File: src/rtl/memory_arbiter_if.sv
// Cache/RAM handshake bundle between the icache, dcache, memory arbiter and RAM.
// The master modport is the arbiter's view; slave is the caches-plus-RAM side.
interface memory_arbiter_if;
   logic        iREN;
   logic [31:0] iaddr;
   logic        iwait;
   logic [31:0] iload;
   logic        dREN;
   logic        dWEN;
   logic [31:0] daddr;
   logic [31:0] dstore;
   logic        dwait;
   logic [31:0] dload;
   logic        ramREN;
   logic        ramWEN;
   logic [31:0] ramaddr;
   logic [31:0] ramstore;
   logic [31:0] ramload;
   logic [1:0]  ramstate;

   modport master (
      input  iREN, iaddr, dREN, dWEN, daddr, dstore, ramload, ramstate,
      output iwait, iload, dwait, dload, ramREN, ramWEN, ramaddr, ramstore
   );

   modport slave (
      output iREN, iaddr, dREN, dWEN, daddr, dstore, ramload, ramstate,
      input  iwait, iload, dwait, dload, ramREN, ramWEN, ramaddr, ramstore
   );
endinterface

File: src/rtl/memory_arbiter.sv
// Arbitrates icache and dcache requests onto one RAM port. Dcache has priority,
// but a starvation counter forces an icache grant after STARVE_MAX dcache wins.
module memory_arbiter #(
   parameter int STARVE_MAX = 3
) (
   input  logic              CLK,
   input  logic              RST,
   memory_arbiter_if.master  bus
);
   localparam logic [3:0] STARVE_LIM = 4'(STARVE_MAX);
   localparam logic [1:0] RAM_ACCESS = 2'b10;
   localparam logic [1:0] RAM_ERROR  = 2'b11;

   typedef enum logic [1:0] {IDLE, DSERV, ISERV} state_t;

   state_t      state_reg, state_next;
   logic [3:0]  starve_reg, starve_next;
   logic        d_req, ram_done, ram_access;

   logic        iwait_c, dwait_c, ren_c, wen_c;
   logic [31:0] iload_c, dload_c, addr_c, store_c;

   assign d_req      = bus.dREN || bus.dWEN;
   assign ram_access = (bus.ramstate == RAM_ACCESS);
   assign ram_done   = ram_access || (bus.ramstate == RAM_ERROR);

   always_ff @(posedge CLK or posedge RST) begin
      if (RST) begin
         state_reg  <= IDLE;
         starve_reg <= '0;
      end else begin
         state_reg  <= state_next;
         starve_reg <= starve_next;
      end
   end

   always_comb begin
      state_next  = state_reg;
      starve_next = starve_reg;
      unique case (state_reg)
         IDLE: begin
            if (bus.iREN && starve_reg == STARVE_LIM) begin
               state_next  = ISERV;
               starve_next = '0;
            end else if (d_req) begin
               state_next = DSERV;
               // Only dcache wins that actually block a pending fetch count toward starvation.
               if (!bus.iREN)
                  starve_next = '0;
               else if (starve_reg != STARVE_LIM)
                  starve_next = starve_reg + 4'd1;
            end else if (bus.iREN) begin
               state_next  = ISERV;
               starve_next = '0;
            end
         end
         DSERV:   if (!d_req || ram_done) state_next = IDLE;
         ISERV:   if (!bus.iREN || ram_done) state_next = IDLE;
         default: state_next = IDLE;
      endcase
   end

   always_comb begin
      iwait_c = 1'b1;
      dwait_c = 1'b1;
      iload_c = '0;
      dload_c = '0;
      ren_c   = 1'b0;
      wen_c   = 1'b0;
      addr_c  = '0;
      store_c = '0;
      unique case (state_reg)
         DSERV: begin
            addr_c  = bus.daddr;
            store_c = bus.dstore;
            wen_c   = bus.dWEN;
            ren_c   = bus.dREN && !bus.dWEN;
            if (d_req && ram_access) begin
               dwait_c = 1'b0;
               dload_c = bus.dWEN ? 32'h0 : bus.ramload;
            end
         end
         ISERV: begin
            addr_c = bus.iaddr;
            ren_c  = bus.iREN;
            if (bus.iREN && ram_access) begin
               iwait_c = 1'b0;
               iload_c = bus.ramload;
            end
         end
         default: ;
      endcase
   end

   assign bus.iwait    = iwait_c;
   assign bus.iload    = iload_c;
   assign bus.dwait    = dwait_c;
   assign bus.dload    = dload_c;
   assign bus.ramREN   = ren_c;
   assign bus.ramWEN   = wen_c;
   assign bus.ramaddr  = addr_c;
   assign bus.ramstore = store_c;
endmodule

File: src/flat_wrapper.sv
// flat-port wrapper written by rule: the top's interface ports become plain ports
module memory_arbiter_flat 
#(
   parameter int STARVE_MAX = 3
)
  (CLK, RST, bus_iREN, bus_iaddr, bus_dREN, bus_dWEN, bus_daddr, bus_dstore, bus_ramload, bus_ramstate, bus_iwait, bus_iload, bus_dwait, bus_dload, bus_ramREN, bus_ramWEN, bus_ramaddr, bus_ramstore);
  memory_arbiter_if bus_i ();
  input  logic CLK;
  input  logic RST;
  input wire logic [$bits(bus_i.iREN)-1:0] bus_iREN;
  input wire logic [$bits(bus_i.iaddr)-1:0] bus_iaddr;
  input wire logic [$bits(bus_i.dREN)-1:0] bus_dREN;
  input wire logic [$bits(bus_i.dWEN)-1:0] bus_dWEN;
  input wire logic [$bits(bus_i.daddr)-1:0] bus_daddr;
  input wire logic [$bits(bus_i.dstore)-1:0] bus_dstore;
  input wire logic [$bits(bus_i.ramload)-1:0] bus_ramload;
  input wire logic [$bits(bus_i.ramstate)-1:0] bus_ramstate;
  output wire logic [$bits(bus_i.iwait)-1:0] bus_iwait;
  output wire logic [$bits(bus_i.iload)-1:0] bus_iload;
  output wire logic [$bits(bus_i.dwait)-1:0] bus_dwait;
  output wire logic [$bits(bus_i.dload)-1:0] bus_dload;
  output wire logic [$bits(bus_i.ramREN)-1:0] bus_ramREN;
  output wire logic [$bits(bus_i.ramWEN)-1:0] bus_ramWEN;
  output wire logic [$bits(bus_i.ramaddr)-1:0] bus_ramaddr;
  output wire logic [$bits(bus_i.ramstore)-1:0] bus_ramstore;
  assign bus_i.iREN = bus_iREN;
  assign bus_i.iaddr = bus_iaddr;
  assign bus_i.dREN = bus_dREN;
  assign bus_i.dWEN = bus_dWEN;
  assign bus_i.daddr = bus_daddr;
  assign bus_i.dstore = bus_dstore;
  assign bus_i.ramload = bus_ramload;
  assign bus_i.ramstate = bus_ramstate;
  assign bus_iwait = bus_i.iwait;
  assign bus_iload = bus_i.iload;
  assign bus_dwait = bus_i.dwait;
  assign bus_dload = bus_i.dload;
  assign bus_ramREN = bus_i.ramREN;
  assign bus_ramWEN = bus_i.ramWEN;
  assign bus_ramaddr = bus_i.ramaddr;
  assign bus_ramstore = bus_i.ramstore;
  memory_arbiter #(.STARVE_MAX(STARVE_MAX)) u_core (.CLK(CLK), .RST(RST), .bus(bus_i));
endmodule
File: config.mk
export PLATFORM = sky130hd
export DESIGN_NAME = memory_arbiter_flat
export DESIGN_NICKNAME = d
export VERILOG_FILES = /design/src/rtl/memory_arbiter_if.sv /design/src/rtl/memory_arbiter.sv /design/src/flat_wrapper.sv
export SDC_FILE = /design/constraint.sdc
export NUM_CORES = 1
export LEC_CHECK = 0
export ABC_AREA = 1
export CAP_MARGIN = 20
export CORE_AREA = 5 5 99 101
export CTS_CLUSTER_DIAMETER = 50
export DETAILED_ROUTE_END_ITERATION = 6
export DIE_AREA = 0 0 104 106
export PLACE_DENSITY = 0.72
export SLEW_MARGIN = 20
export SYNTH_ARGS = -nofsm -noshare
export SYNTH_HDL_FRONTEND = slang
export SYNTH_SLANG_ARGS = --single-unit
File: constraint.sdc
create_clock -name CLK -period 1.92 [get_ports CLK]
set_input_delay 0.576 -clock CLK [delete_from_list [all_inputs] [get_ports CLK]]
set_output_delay 0.576 -clock CLK [all_outputs]
set_load 0.005 [all_outputs]
==> flow_metrics.env, run 1 <==
export IMPL_numCtsBuffers=3
export IMPL_finClkSkew_ps=0.854
export IMPL_fin_crit_ps=2470
export IMPL_ctsHtreeMaxLevel=1
export IMPL_startpoint_type="primary input"
export IMPL_final_cell_count_no_fill=806
export IMPL_hold_end="u_core.starve_reg[0]$_DFFE_PP0P_"
export IMPL_syn_inst=357
export IMPL_clk_path_buf_depth=2
export IMPL_grt_ovfl_total=0
export IMPL_ant_nets=0
export IMPL_cts_root_buf="clkbuf_8"
export IMPL_final_common_cell="clkdlybuf4s50_1"
export IMPL_hold_violations=0
export IMPL_postLayoutCellArea_um2=5850
export IMPL_worstSkewPairLatency_ps=220
export IMPL_slew_headroom_pct=84.4
export IMPL_port_buffers=266
export IMPL_path_class="in2out"
export IMPL_viasPerCell=4.49
export IMPL_fp_dieH_um=106
export IMPL_cts_tree="done"
export IMPL_rrSetupSlack_ps=330
export IMPL_grt_pass1_wl_um=19100
export IMPL_dieArea_um2=11000
export IMPL_ys_seq_elements=6
export IMPL_core_area_um2=8930
export IMPL_placed_cell_area_um2=4720
export IMPL_antenna_cells=0
export IMPL_layout_setup_ws_ps=-551
export IMPL_r2r_start="u_core.state_reg[0]$_DFFE_PP0P_"
export IMPL_drv_cap=0
export IMPL_p_per_area_nw_per_um2=798
export IMPL_wl_per_cell_um=17.0
export IMPL_finalSetupViolCount=132
export IMPL_grt_max_degree=34
export IMPL_dpl_hpwl_um=9280
export IMPL_power_mw=4.67
export IMPL_ys_seq_area_share_pct=8.79
export IMPL_clk_pin_slew_worst_paths_ps=30
export IMPL_drcViolationCount=0
export IMPL_yosys_warnings=0
export IMPL_cts_sinks=6
export IMPL_rr_worst_depth=11
export IMPL_gr_usage_all_layers_pct=21.2
export IMPL_critPathMaxFanout=4
export IMPL_io_pins=267
export IMPL_slew_viol_final=0
export IMPL_start_util_pct=19.1
export IMPL_place_ws_ps=-1180
export IMPL_critPathMaxStageDelay_ps=290
export IMPL_synth_avg_cell_area_um2=4.78
export IMPL_fmax_mhz=405
export IMPL_dieWidth_um=104
export IMPL_gpl_final_weighted_congestion=0.902
export IMPL_synth_area_um2=1710
export IMPL_reg2reg_to="u_core.state_reg[1]$_DFFE_PP0P_"
export IMPL_outcome="complete, but fails checks"
export IMPL_layout_drive_gt1_share_pct=58.0
export IMPL_dp_cells=735
export IMPL_critPathSlowestCell="or2_4"
export IMPL_min_period_over_period_pct=129
export IMPL_rsz0062_at_grt="yes"
export IMPL_num_vias=3622
export IMPL_crit_top_cell="buf_6"
export IMPL_setup_worst_path_end_class="output pin"
export IMPL_holdBufCountCts=0
export IMPL_mostFrequentLayoutCells="clkdlybuf4s50_1 (129), buf_2 (82), nand2_1 (67)"
export IMPL_rows=35
export IMPL_hold_depth=2
export IMPL_leakage_nw=3.08
export IMPL_area_growth_synth_to_final_pct=243
export IMPL_hp_start="u_core.starve_reg[0]$_DFFE_PP0P_"
export IMPL_wl_um=13700
export IMPL_syn_num_nets=496
export IMPL_violations="setup timing"
export IMPL_worst_ep_arrival_time_ps=1890
export IMPL_dr_pass1_iters=4
export IMPL_initialDrtViolationCount=132
export IMPL_peakVddDrop_mv=0.703
export IMPL_fin_nets=836
export IMPL_grt_pass1_vias=3658
export IMPL_cp_cell_sequence="buf_8 > inv_6 > or2_1 > or2_4 > buf_6 > buf_16 > buf_6 > buf_6 > nor2_4 > buf_2"
export IMPL_worst_pin_slew_ps=233
export IMPL_largest_reg_flops=4
export IMPL_antenna_found_initial=0
export IMPL_synth_cell_types=20
export IMPL_utilization_pct=65.5
export IMPL_fillers=746
export IMPL_min_path_type="reg2reg"
export IMPL_required_ps=1340
synth_stat cells:
master	n	share of area (%)
or2_0	1	0.37
buf_12	1	1.2
or2_2	1	0.37
nand2_1	121	27
clkbuf_1	6	1.3
dfrtp_1	6	8.8
nand3_1	12	3.5
o21ai_0	2	0.59
a21oi_1	33	9.7
nor2_2	8	2.9
nand4_1	1	0.37
buf_6	7	4.6
buf_2	6	1.8
or2_1	2	0.73
ha_1	4	2.9
nor2_1	59	13
a21boi_2	1	0.66
nor2_4	4	2.6
inv_1	79	17
buf_1	3	0.66
cells by family (layout without fill, tap and decap cells):
logic type               after synthesis  in the layout  share of synthesized area [%]
buffers and inverters                102            440                           26.9
AND/OR/NAND/NOR                      209            209                           50.5
flip-flops                             6              6                           8.79
AO/OA/AOI/OAI                         36             36                           10.9
adder cells (fa/ha/maj)                4              4                           2.93
routing by layer:
metal  wire [um]  GRT usage (%)
met1        4490           20.9
met2        7350           40.6
met5           0              0
met3        1280           7.41
met4         580           7.86
critical path: cells and delay by family:
| family | cells | cell delay [ps] |
|---|---|---|
| buffers and inverters | 7 | 710 |
| AND/OR/NAND/NOR | 3 | 600 |
final cells by class:
cell class	instances	area, um2	share of cell area (%)
well taps	111	139	2.37
flip-flops and latches	6	150	2.57
multi-input cells	249	1830	31.3
repair buffers	358	3380	57.8
inverters	79	309	5.28
clock buffers	3	41.3	0.705
worst max path at each step:
| stage | from | end | slack, ps | cells after the start |
|---|---|---|---|---|
| after CTS | u_core.state_reg[1]$_DFFE_PP0P_ | bus_iload[3] | -670 | 11 |
| after floorplan | bus_ramstate[0] | bus_iload[11] | -40 | 5 |
| final | bus_ramstate[1] | bus_iload[15] | -550 | 10 |
| after global placement | bus_ramstate[1] | bus_iload[1] | -1140 | 7 |
| after detailed placement | bus_ramstate[1] | bus_iload[19] | -1180 | 7 |
| after global routing | u_core.state_reg[0]$_DFFE_PP0P_ | bus_iload[3] | -610 | 10 |
power by group:
| part | total (mW) | switching, mW | internal [mW] |
|---|---|---|---|
| logic | 4.28 | 1.96 | 2.32 |
| registers | 0.200 | 0.0353 | 0.165 |
| clock network | 0.188 | 0.0533 | 0.135 |
| total | 4.67 | 2.05 | 2.62 |
metrics by stage:
| step | TNS, ps | hold WS [ps] |
|---|---|---|
| 2_1_floorplan | -1490 | 367 |
| 3_3_place_gp | -96540 | 500 |
| 3_5_place_dp | -98450 | 512 |
| 4_1_cts | -56080 | 517 |
| 5_1_grt | -47990 | 561 |
| 6_report | -40480 | 542 |
repair_timing:
| action | in CTS | in global routing |
|---|---|---|
| pin swaps | 7 | 35 |
| endpoints found under the hold margin | 0 | 0 |
| cloned | 9 | 3 |
| setup buffers | 30 | 34 |
| resized for setup | 426 | 355 |
| endpoints found under the setup margin | 132 | 132 |
(Power assumes the default switching activity.)
==> inputs of run 2 (changes only) <==
--- a/config.mk
+++ b/config.mk
@@ -12,6 +12,7 @@
 export DETAILED_ROUTE_END_ITERATION = 6
 export DIE_AREA = 0 0 104 106
 export PLACE_DENSITY = 0.72
+export RECOVER_POWER = 50
 export SLEW_MARGIN = 20
 export SYNTH_ARGS = -nofsm -noshare
 export SYNTH_HDL_FRONTEND = slang
==> run 2 against run 1 <==
Net effect: total power is essentially flat; clock-buffer cell count unchanged; flip-flop and latch count unchanged; hold slack got worse by 1.5 ps; the run still ends with setup timing left; final cell count is the same; wire length about the same; clock power is essentially flat; largest power group unchanged.
==> flow_metrics.env, run 2 (synthesized netlist as in run 1, its figures left out) <==
export IMPL_dr_pass1_iters=5
export IMPL_antenna_cells=0
export IMPL_startpoint_type="primary input"
export IMPL_critPathMaxFanout=4
export IMPL_mostFrequentLayoutCells="clkdlybuf4s50_1 (128), buf_2 (82), nand2_1 (67)"
export IMPL_num_vias=3633
export IMPL_grt_pass1_wl_um=19100
export IMPL_dieWidth_um=104
export IMPL_port_buffers=266
export IMPL_grt_util_met3_pct=7.41
export IMPL_path_class="in2out"
export IMPL_grt_busiest_layer="met2"
export IMPL_fp_dieH_um=106
export IMPL_postLayoutCellArea_um2=5850
export IMPL_layout_setup_ws_ps=-551
export IMPL_violations="setup timing"
export IMPL_required_ps=1340
export IMPL_use_met1_pct=20.9
export IMPL_ctsHtreeMaxLevel=1
export IMPL_min_path_type="reg2reg"
export IMPL_grt_max_degree=34
export IMPL_clk_pin_slew_worst_paths_ps=30
export IMPL_final_common_cell="clkdlybuf4s50_1"
export IMPL_dieArea_um2=11000
export IMPL_wl_per_cell_um=17.0
export IMPL_cts_tree="done"
export IMPL_hold_violations=0
export IMPL_clk_path_buf_depth=2
export IMPL_min_period_over_period_pct=129
export IMPL_rr_worst_depth=11
export IMPL_slew_headroom_pct=84.2
export IMPL_hold_end="u_core.starve_reg[0]$_DFFE_PP0P_"
export IMPL_dpl_hpwl_um=9280
export IMPL_fin_crit_ps=2470
export IMPL_finalSetupViolCount=132
export IMPL_largest_reg_flops=4
export IMPL_fmax_mhz=405
export IMPL_io_pins=267
export IMPL_peakVddDrop_mv=0.703
export IMPL_met2_usage_pct=40.6
export IMPL_viasPerCell=4.51
export IMPL_worstSkewPairLatency_ps=220
export IMPL_rows=35
export IMPL_reg2reg_to="u_core.state_reg[1]$_DFFE_PP0P_"
export IMPL_drv_cap=0
export IMPL_cts_sinks=6
export IMPL_grt_ovfl_total=0
export IMPL_grt_pass1_vias=3658
export IMPL_gr_usage_all_layers_pct=21.2
export IMPL_area_growth_synth_to_final_pct=243
export IMPL_worst_ep_arrival_time_ps=1890
export IMPL_finClkSkew_ps=0.986
export IMPL_rrSetupSlack_ps=340
export IMPL_outcome="complete, but fails checks"
export IMPL_layout_drive_gt1_share_pct=58.0
export IMPL_slew_viol_final=0
export IMPL_setup_tns_ps=-40490
export IMPL_drcViolationCount=0
export IMPL_initialDrtViolationCount=135
export IMPL_cts_root_buf="clkbuf_8"
export IMPL_worst_pin_slew_ps=236
export IMPL_setup_worst_path_end_class="output pin"
export IMPL_leakage_nw=3.08
export IMPL_numCtsBuffers=3
export IMPL_rsz0062_at_grt="yes"
export IMPL_ant_nets=0
export IMPL_start_util_pct=19.1
export IMPL_p_per_area_nw_per_um2=798
export IMPL_hold_depth=2
export IMPL_antenna_found_initial=0
export IMPL_core_area_um2=8930
export IMPL_fin_nets=836
export IMPL_gpl_final_weighted_congestion=0.902
export IMPL_placed_cell_area_um2=4720
export IMPL_wl_um=13700
export IMPL_r2r_start="u_core.state_reg[0]$_DFFE_PP0P_"
export IMPL_hp_start="u_core.starve_reg[0]$_DFFE_PP0P_"
==> run 2: cell type report <==
class / instances / area (um2)
Sequential cell: 6 / 150
Inverter: 79 / 309
Multi-Input combinational cell: 249 / 1830
Clock buffer: 3 / 41.3
Timing Repair Buffer: 358 / 3380
Fill cell: 746 / 3080
Tap cell: 111 / 139
==> run 2: timing repair <==
item	4_1_cts	5_1_grt
setup endpoints to repair	132	132
buffers inserted	30	34
gates resized for setup	426	355
cloned	9	3
hold buffers	0	0
pin swaps	7	35
==> run 2: worst max path at each step <==
stage	depth (start not counted)	to	from	slack [ps]
finish	10	bus_iload[15]	bus_ramstate[1]	-550
global placement	7	bus_iload[1]	bus_ramstate[1]	-1140
global route	10	bus_iload[3]	u_core.state_reg[0]$_DFFE_PP0P_	-610
CTS	11	bus_iload[3]	u_core.state_reg[1]$_DFFE_PP0P_	-670
detailed placement	7	bus_iload[19]	bus_ramstate[1]	-1180
floorplan	5	bus_iload[11]	bus_ramstate[0]	-40
==> run 2: stage by stage <==
step                hold slack [ps]  cells  worst slack, ps  utilization (%)  power, mW
floorplan                       367    357            -35.1                -       1.22
global placement                500    735            -1140             52.9       2.80
detailed placement              512    735            -1180             52.9       2.84
CTS                             517    777             -667             58.2       3.47
global route                    561    806             -606             65.5       4.99
finish                          540    806             -551             65.5       4.67
==> run 2: metal layers <==
metal  vias up  share of wire (%)
li1       1705                  -
met1      1636                 32
met2       243                 54
met3        49                9.7
met4         0                4.2
met5         -                  0
==> run 2: where the power goes <==
part           switching, mW  internal (mW)  leakage (nW)
registers             0.0357          0.165        0.0801
clock network         0.0532          0.135        0.0216
logic                   1.96           2.32          2.98
total                   2.05           2.62          3.08
==> run 2: critical path, cell delays in order <==
cell	delay, ps
buf_8	80
inv_6	20
or2_1	230
or2_4	290
buf_6	140
buf_16	120
buf_6	110
buf_6	120
nor2_4	80
buf_2	120
